===== src/rtl/ps2_transmitter.sv =====
// ps2_transmitter: host-to-device PS/2 command byte sender with RTS, ACK check and timeouts
module ps2_transmitter #(
    parameter int INHIBIT_CYCLES = 10000,
    parameter int FILTER_CYCLES  = 19,
    parameter int TIMEOUT_CYCLES = 200000
) (
    input  logic       clk,
    input  logic       rst,
    input  logic [7:0] tx_data,
    input  logic       tx_valid,
    output logic       tx_ready,
    input  logic       kclk,
    input  logic       kdata,
    output logic       kclk_oe,
    output logic       kdata_oe,
    output logic       busy,
    output logic       tx_done,
    output logic       tx_err
);
    localparam int TW = $clog2(TIMEOUT_CYCLES + 1);
    localparam int FW = $clog2(FILTER_CYCLES + 1);

    typedef enum logic [2:0] {IDLE, INHIBIT, RTS, SEND, ACK, RELEASE} state_t;

    logic [1:0]    s1_q, s2_q, filt_q;
    logic [FW-1:0] fcnt_q [2];
    logic          kprev_q, fall_q;
    state_t        state_q, state_d;
    logic [9:0]    frame_q, frame_d;
    logic [3:0]    cnt_q, cnt_d;
    logic [TW-1:0] timer_q, timer_d;
    logic          kclk_oe_q, kclk_oe_d, kdata_oe_q, kdata_oe_d;
    logic          done_q, done_d, err_q, err_d;
    logic          timeout;

    // bit 0 is the clock line, bit 1 the data line
    always_ff @(posedge clk) begin
        if (rst) begin
            s1_q    <= 2'b11;
            s2_q    <= 2'b11;
            filt_q  <= 2'b11;
            kprev_q <= 1'b1;
            fall_q  <= 1'b0;
            for (int i = 0; i < 2; i++) fcnt_q[i] <= '0;
        end else begin
            s1_q    <= {kdata, kclk};
            s2_q    <= s1_q;
            kprev_q <= filt_q[0];
            fall_q  <= kprev_q & ~filt_q[0];
            for (int i = 0; i < 2; i++) begin
                if (s2_q[i] == filt_q[i]) begin
                    fcnt_q[i] <= '0;
                end else if (fcnt_q[i] == FW'(FILTER_CYCLES - 1)) begin
                    filt_q[i] <= s2_q[i];
                    fcnt_q[i] <= '0;
                end else begin
                    fcnt_q[i] <= fcnt_q[i] + 1'b1;
                end
            end
        end
    end

    // a fall in SEND/ACK restarts the timer, so it outranks a coincident timeout
    assign timeout = (state_q inside {SEND, ACK, RELEASE}) && timer_q == TW'(TIMEOUT_CYCLES - 1)
                     && !(fall_q && state_q != RELEASE);

    always_comb begin
        state_d    = state_q;
        frame_d    = frame_q;
        cnt_d      = cnt_q;
        timer_d    = timer_q + TW'(timer_q != TW'(TIMEOUT_CYCLES));
        kclk_oe_d  = kclk_oe_q;
        kdata_oe_d = kdata_oe_q;
        done_d     = 1'b0;
        err_d      = 1'b0;
        case (state_q)
            IDLE: if (tx_valid) begin
                state_d   = INHIBIT;
                frame_d   = {1'b1, ~^tx_data, tx_data};
                cnt_d     = '0;
                timer_d   = '0;
                kclk_oe_d = 1'b1;
            end
            INHIBIT: if (timer_q == TW'(INHIBIT_CYCLES - 1)) begin
                state_d    = RTS;
                kdata_oe_d = 1'b1;
            end
            RTS: begin
                state_d   = SEND;
                kclk_oe_d = 1'b0;
                timer_d   = '0;
            end
            SEND: if (fall_q) begin
                timer_d    = '0;
                kdata_oe_d = ~frame_q[0];
                frame_d    = frame_q >> 1;
                cnt_d      = cnt_q + 4'd1;
                state_d    = (cnt_q == 4'd9) ? ACK : SEND;
            end
            ACK: if (fall_q) begin
                timer_d = '0;
                err_d   = filt_q[1];
                state_d = filt_q[1] ? IDLE : RELEASE;
            end
            RELEASE: if (filt_q[0] && filt_q[1]) begin
                done_d  = 1'b1;
                state_d = IDLE;
            end
            default: state_d = IDLE;
        endcase
        if (timeout) begin
            state_d    = IDLE;
            kclk_oe_d  = 1'b0;
            kdata_oe_d = 1'b0;
            done_d     = 1'b0;
            err_d      = 1'b1;
        end
    end

    always_ff @(posedge clk) begin
        if (rst) begin
            state_q    <= IDLE;
            frame_q    <= '0;
            cnt_q      <= '0;
            timer_q    <= '0;
            kclk_oe_q  <= 1'b0;
            kdata_oe_q <= 1'b0;
            done_q     <= 1'b0;
            err_q      <= 1'b0;
        end else begin
            state_q    <= state_d;
            frame_q    <= frame_d;
            cnt_q      <= cnt_d;
            timer_q    <= timer_d;
            kclk_oe_q  <= kclk_oe_d;
            kdata_oe_q <= kdata_oe_d;
            done_q     <= done_d;
            err_q      <= err_d;
        end
    end

    assign tx_ready = state_q == IDLE;
    assign busy     = state_q != IDLE;
    assign kclk_oe  = kclk_oe_q;
    assign kdata_oe = kdata_oe_q;
    assign tx_done  = done_q;
    assign tx_err   = err_q;
endmodule


===== config.mk =====
export PLATFORM = sky130hd
export DESIGN_NAME = ps2_transmitter
export DESIGN_NICKNAME = d
export VERILOG_FILES = /design/src/rtl/ps2_transmitter.sv
export SDC_FILE = /design/constraint.sdc
export NUM_CORES = 1
export LEC_CHECK = 0
export ABC_CLOCK_PERIOD_IN_PS = 3990
export BUFFER_PORTS_ARGS = -buffer_cell sky130_fd_sc_hd__buf_2
export CORE_AREA = 5 5 73 75
export CTS_BUF_LIST = sky130_fd_sc_hd__clkbuf_4 sky130_fd_sc_hd__clkbuf_8
export CTS_CLUSTER_DIAMETER = 120
export DETAILED_ROUTE_END_ITERATION = 8
export DIE_AREA = 0 0 78 80
export PLACE_DENSITY = 0.83
export SLEW_MARGIN = 20
export SYNTH_ARGS = -nofsm -noshare
export SYNTH_HDL_FRONTEND = slang
export SYNTH_SLANG_ARGS = --single-unit

===== constraint.sdc =====
create_clock -name clk -period 3.99 [get_ports clk]
set_clock_uncertainty 0.1 [all_clocks]
set_input_delay 0.399 -clock clk [delete_from_list [all_inputs] [get_ports clk]]
set_output_delay 0.399 -clock clk [all_outputs]
set_load 0.005 [all_outputs]

==> flow_summary.toml, run 1 <==
[cells_and_area]
nets = 347
stdcell_count = 385
fin_area_um2 = 3210
area_growth_pct = 11.0
diodes = 0
drive_above_1_share = 0.172

[worst_setup_path]
critPathKind = "flip-flop to flip-flop"
r2r_end = "timer_q[16]$_SDFF_PP0_"
start_kind = "flip-flop"
worstSetupStartpoint = "state_q[0]$_SDFFE_PP0P_"
end_kind = "flip-flop"
arrival_ps = 2530
reg2reg_from = "state_q[0]$_SDFFE_PP0P_"
critical_path.max_fanout = 18
rrSetupSlack_ps = 1630
required_ps = 4150
r2r_cells = 5

[clock_network]
clockBufferDepth = 2
cts_tree = "done"
cts-buffers-inserted = 9
cts_resized = 0
cts_hold_buf = 0
cts.sinks = 57
h-tree-depth = 3
cts_post_setup_buffers_inserted = 0
insertion_delay_ps = 330
path_clk_slew_ps = 60
cts_root_buffer = "clkbuf_8"

[power_and_ir_drop]
total_power_mw = 1.69
power_leakage_nw = 1.27
p_per_area_nw_per_um2 = 527
peakVddDrop_mv = 0.414

[die]
rows = 25
design.die.area_um2 = 6240
io_pins = 19
initial_core_util = 0.629
core_area_um2 = 4600
die_x_um = 78
die_h_um = 80

[timing]
post-route-period-util = 0.593
tightest_slew_ps = 630
hold_viol_final = 0
max_slew_margin = 0.579
maxSlewViolCount = 0
fmax_mhz = 423
rsz0062_at_grt = "false"
finalSetupTns_ps = 0
period_needed_ps = 2360
final-setup-viol-count = 0

[route]
wl_per_cell_um = 12.8
wl_mm = 4.91
first_pass_iters = 4
drt_iter0_drc = 127
via_per_inst = 5.42
drc = 0
ant_nets = 0
vias = 2086

[grt]
antenna_found_initial = 0
grt_pass1_vias = 2008
track_usage = 0.177
grt-busiest-layer = "met2"
grt_max_degree = 26
grtUsageMet1 = 0.211
gr-usage-met2 = 0.290
grt_pass1_wl_mm = 8.78
grt_use_met3 = 0.0609
grt_overflow = 0

[placed_design]
place_area_um2 = 3000
gp_congestion = 0.906
portBuffers = 18
place_inst = 369
dpl.hpwl_mm = 3.42

[min_path]
hold_class = "primary input to flip-flop"
worstHoldEndpoint = "s1_q[1]$_SDFF_PP1_"
min-delay-start = "kdata"
hold_depth = 2

[synthesis]
synthArstFlopShare = 0
synthFlopType = "dfxtp_1"
synth_seq_cells = 57
ys_seq_area_frac = 0.429
synth_edf_count = 10
synthDistinctLibCells = 51
syn_inst = 298
ys_warn_count = 0
synth_area_um2 = 2890
avgSynthCellArea_um2 = 9.70

[job]
cap_violations = 0

[outcome]
status = "completed"
==> report_power, final <==
| part | internal, mW | switching (mW) |
|---|---|---|
| Clock | 0.334 | 0.216 |
| Sequential | 0.656 | 0.0816 |
| Combinational | 0.173 | 0.230 |
| Total | 1.16 | 0.527 |
==> cells in the mapped netlist (all sizes together), types with 3 or more instances <==
cell / number / area share
nor2: 58 / 0.098
dfxtp: 47 / 0.33
xnor2: 20 / 0.061
inv: 14 / 0.018
nand2: 14 / 0.018
xor2: 13 / 0.039
nand3: 12 / 0.021
mux2i: 11 / 0.038
nand4: 11 / 0.024
a211oi: 10 / 0.026
edfxtp: 10 / 0.10
buf: 9 / 0.028
ha: 8 / 0.035
a21oi: 7 / 0.012
nor3: 6 / 0.010
or2: 6 / 0.013
o21ai: 3 / 0.0052
or3: 3 / 0.0065
==> state kept, by name, indices dropped and copies added, names as in the netlist <==
signal	cells
cnt_q	4
fall_q	1
fcnt_q	10
filt_q	2
frame_q	10
kclk_oe	1
kdata_oe	1
kprev_q	1
s1_q	2
s2_q	2
state_q	3
timer_q	18
tx_done	1
tx_err	1
==> cell families (layout without fill, tap and decap cells) <==
family	Yosys count	count (layout)	synth area share
compound gates	34	34	0.0913
xor+xnor	33	33	0.100
fa+ha+maj	8	8	0.0346
buf+inv	25	49	0.0489
flops	57	57	0.429
mux	12	12	0.0433
other cells	1	10	0.00130
simple gates	128	128	0.251
==> final cells by class <==
type	count	area, um^2
Multi-Input combinational cell	225	1540
Fill cell	352	1390
Sequential cell	57	1240
Clock buffer	13	166
Timing Repair Buffer	19	97.6
Tap cell	54	67.6
Inverter	14	52.6
Clock inverter	3	40.0
==> stage by stage <==
step           utilization  hold WS [ps]  setup WS [ps]
2_1_floorplan            -           289           1970
3_5_place_dp         0.653           300           1590
6_report             0.697           150           1630
5_1_grt              0.697           141           1440
3_3_place_gp         0.653           299           1690
4_1_cts              0.697           134           1600
==> critical path, stage by stage, from the launching register on <==
cell,delay (ps)
dfxtp_1,650
nand3_1,600
o32a_4,420
a21o_1,160
buf_4,230
nor2_1,130
==> cells in the final DEF, fill, tap and decap left out, drive strengths merged, types with 3 or more instances in the layout <==
| cell | netlist | final |
|---|---|---|
| xnor2 | 20 | 20 |
| buf | 9 | 19 |
| mux2i | 11 | 11 |
| conb | 1 | 10 |
| edfxtp | 10 | 10 |
| o21ai | 3 | 3 |
| nand3 | 12 | 12 |
| nand4 | 11 | 11 |
| nand2 | 14 | 14 |
| xor2 | 13 | 13 |
| ha | 8 | 8 |
| a211oi | 10 | 10 |
| nor3 | 6 | 6 |
| or3 | 3 | 3 |
| dfxtp | 47 | 47 |
| a21oi | 7 | 7 |
| clkbuf | 2 | 13 |
| inv | 14 | 14 |
| or2 | 6 | 6 |
| nor2 | 58 | 58 |
==> per-layer routing <==
metal | routed length (um) | vias to the layer above
li1 | - | 1082
met1 | 2310 | 969
met2 | 2310 | 28
met3 | 215 | 7
met4 | 76 | 0
met5 | 0 | -
==> worst max path at each step <==
stage | end | slack (ps) | depth (start not counted)
finish | timer_q[16]$_SDFF_PP0_ | 1630 | 5
global placement | timer_q[15]$_SDFF_PP0_ | 1690 | 6
detailed placement | timer_q[16]$_SDFF_PP0_ | 1590 | 5
global route | timer_q[16]$_SDFF_PP0_ | 1440 | 5
floorplan | timer_q[8]$_SDFF_PP0_ | 1970 | 11
CTS | timer_q[16]$_SDFF_PP0_ | 1600 | 5
Power figures use the tool's default switching activity.
==> run 2, diff against run 1 <==
==> config.mk (replaced) <==
export PLATFORM = sky130hd
export DESIGN_NAME = ps2_transmitter
export DESIGN_NICKNAME = d
export VERILOG_FILES = /design/src/rtl/ps2_transmitter.sv
export SDC_FILE = /design/constraint.sdc
export NUM_CORES = 1
export LEC_CHECK = 0
export ABC_CLOCK_PERIOD_IN_PS = 2300
export BUFFER_PORTS_ARGS = -buffer_cell sky130_fd_sc_hd__buf_2
export CORE_AREA = 5 5 75 77
export CTS_BUF_LIST = sky130_fd_sc_hd__clkbuf_4 sky130_fd_sc_hd__clkbuf_8
export CTS_CLUSTER_DIAMETER = 120
export DETAILED_ROUTE_END_ITERATION = 8
export DIE_AREA = 0 0 80 82
export PLACE_DENSITY = 0.79
export SLEW_MARGIN = 20
export SYNTH_ARGS = -nofsm -noshare
export SYNTH_HDL_FRONTEND = slang
export SYNTH_SLANG_ARGS = --single-unit
==> constraint.sdc (replaced) <==
create_clock -name clk -period 2.3 [get_ports clk]
set_clock_uncertainty 0.1 [all_clocks]
set_input_delay 0.23 -clock clk [delete_from_list [all_inputs] [get_ports clk]]
set_output_delay 0.23 -clock clk [all_outputs]
set_load 0.005 [all_outputs]
==> run 2 against run 1 <==
  * Sequential share of layout area fell by 0.76 points
  * Sequential cell count unchanged
  * Critical path type unchanged
  * Highest routed layer unchanged
  * Worst setup slack worse by 1500 ps
  * Core utilization down 3.3 points
  * Largest cell class unchanged
  * Design area up 2.4%
==> flow_summary.toml, run 2 (same netlist as run 1, synthesis figures left out) <==
[cells_and_area]
ff_latch_area_um2 = 1250
largest-register = "timer_q"
fill_cells = 411
most-common-layout-cells = "nor2_1, dfxtp_1, xnor2_1"
top_regs = "timer_q: 18 flops, fcnt_q: 10 flops, frame_q: 10 flops"
diodes = 0
nets = 357
area_growth_pct = 13.6
multi_input_area_um2 = 1560
largest_reg_flops = 18
final_common_cell = "nor2_1"
drive_above_1_share = 0.208

[route]
vias = 2187
via_per_inst = 5.32
drc = 0
first_pass_iters = 4
drt_iter0_drc = 98
wl_mm = 5.33
wl_per_cell_um = 13.0
ant_nets = 0

[placed_design]
dpl.hpwl_mm = 3.68
gp_congestion = 0.817
portBuffers = 18

[outcome]
status = "completed"

[worst_setup_path]
end_kind = "flip-flop"
critPathKind = "flip-flop to flip-flop"
start_kind = "flip-flop"
critical_path.max_fanout = 4
required_ps = 2410
arrival_ps = 2300

[timing]
period_needed_ps = 2190
rsz0062_at_grt = "false"
hold_viol_final = 0
hold_ws_ps = 159
post-route-period-util = 0.954
finalSetupTns_ps = 0
fmax_mhz = 456
maxSlewViolCount = 0
final-setup-viol-count = 0

[die]
core_area_um2 = 4940
design.die.area_um2 = 6560
die_x_um = 80
rows = 26
initial_core_util = 0.585
io_pins = 19
die_h_um = 82

[grt]
grt_overflow = 0
track_usage = 0.183
antenna_found_initial = 0
grt_pass1_vias = 2158
grt_max_degree = 26
grt_pass1_wl_mm = 9.26

[min_path]
hold_class = "primary input to flip-flop"

[clock_network]
cts.sinks = 57
cts_root_buffer = "clkbuf_8"
clockBufferDepth = 2
insertion_delay_ps = 340
cts_post_setup_buffers_inserted = 0
h-tree-depth = 3
cts-buffers-inserted = 9
path_clk_slew_ps = 60
cts_tree = "done"

[job]
cap_violations = 0

[power_and_ir_drop]
peakVddDrop_mv = 0.499
power_leakage_nw = 1.30
p_per_area_nw_per_um2 = 860
-- run 2: changes by cell type in the layout (fill, tap and decap cells not counted), sizes merged --
cell	previous run	this run
clkinv	2	4
bufinv	1	0
dlygate4sd3	0	2
clkbuf	13	11
clkinvlp	0	1
buf	19	27
-- run 2: timing repair --
action,CTS,global route
hold endpoints to repair,2,0
resized for setup,0,9
endpoints found under the setup margin,0,7
hold buffers,2,0
-- run 2: path summary, 6_finish.rpt --
path,from,to,slack [ps],depth (start not counted)
max,timer_q[9]$_SDFF_PP0_,timer_q[15]$_SDFF_PP0_,110,10
min,tx_data[3],frame_q[3]$_SDFFE_PP0P_,160,3
max reg2reg,timer_q[9]$_SDFF_PP0_,timer_q[15]$_SDFF_PP0_,110,10
min reg2reg,kprev_q$_SDFF_PP1_,fall_q$_SDFF_PP0_,310,2
-- run 2: critical path: stages (launching register included) --
cell,delay (ps)
dfxtp_2,350
nor2_1,50
nand4_1,130
nor2_1,70
nand3_1,90
ha_2,190
nand4_1,130
or4b_4,610
nor2_2,150
xnor2_1,130
nor2_1,60
-- run 2: cell type report --
cell class	count	share of cell area
clock buffers	11	0.0423
clock inverters	5	0.00724
inverters	14	0.0160
multi-input cells	225	0.474
flip-flops and latches	57	0.379
well taps	70	0.0267
repair buffers	29	0.0541
-- run 2: power by group --
part           switching, mW  total [mW]  internal (mW)
clock                  0.369       0.770          0.401
sequential            0.0760        1.21           1.14
combinational          0.481       0.838          0.357
-- run 2: per-stage QoR --
| step | total power [mW] | area (um^2) | util | std cells | setup slack [ps] |
|---|---|---|---|---|---|
| floorplan | 1.91 | 2920 | - | 307 | 277 |
| global placement | 2.04 | 3080 | 0.623 | 393 | 181 |
| detailed placement | 2.06 | 3080 | 0.623 | 393 | 91.3 |
| CTS | 2.84 | 3260 | 0.660 | 411 | 57.1 |
| global route | 3.00 | 3280 | 0.664 | 411 | 9.76 |
| finish | 2.82 | 3280 | 0.664 | 411 | 107 |
-- run 2: layer usage --
layer / up-vias / GRT usage / part of all wire / wire length (um)
li1: 1101 / - / - / -
met1: 1046 / 0.215 / 0.45 / 2390
met2: 31 / 0.308 / 0.50 / 2660
met3: 9 / 0.0504 / 0.031 / 167
met4: 0 / 0.0895 / 0.020 / 108
met5: - / 0 / 0 / 0
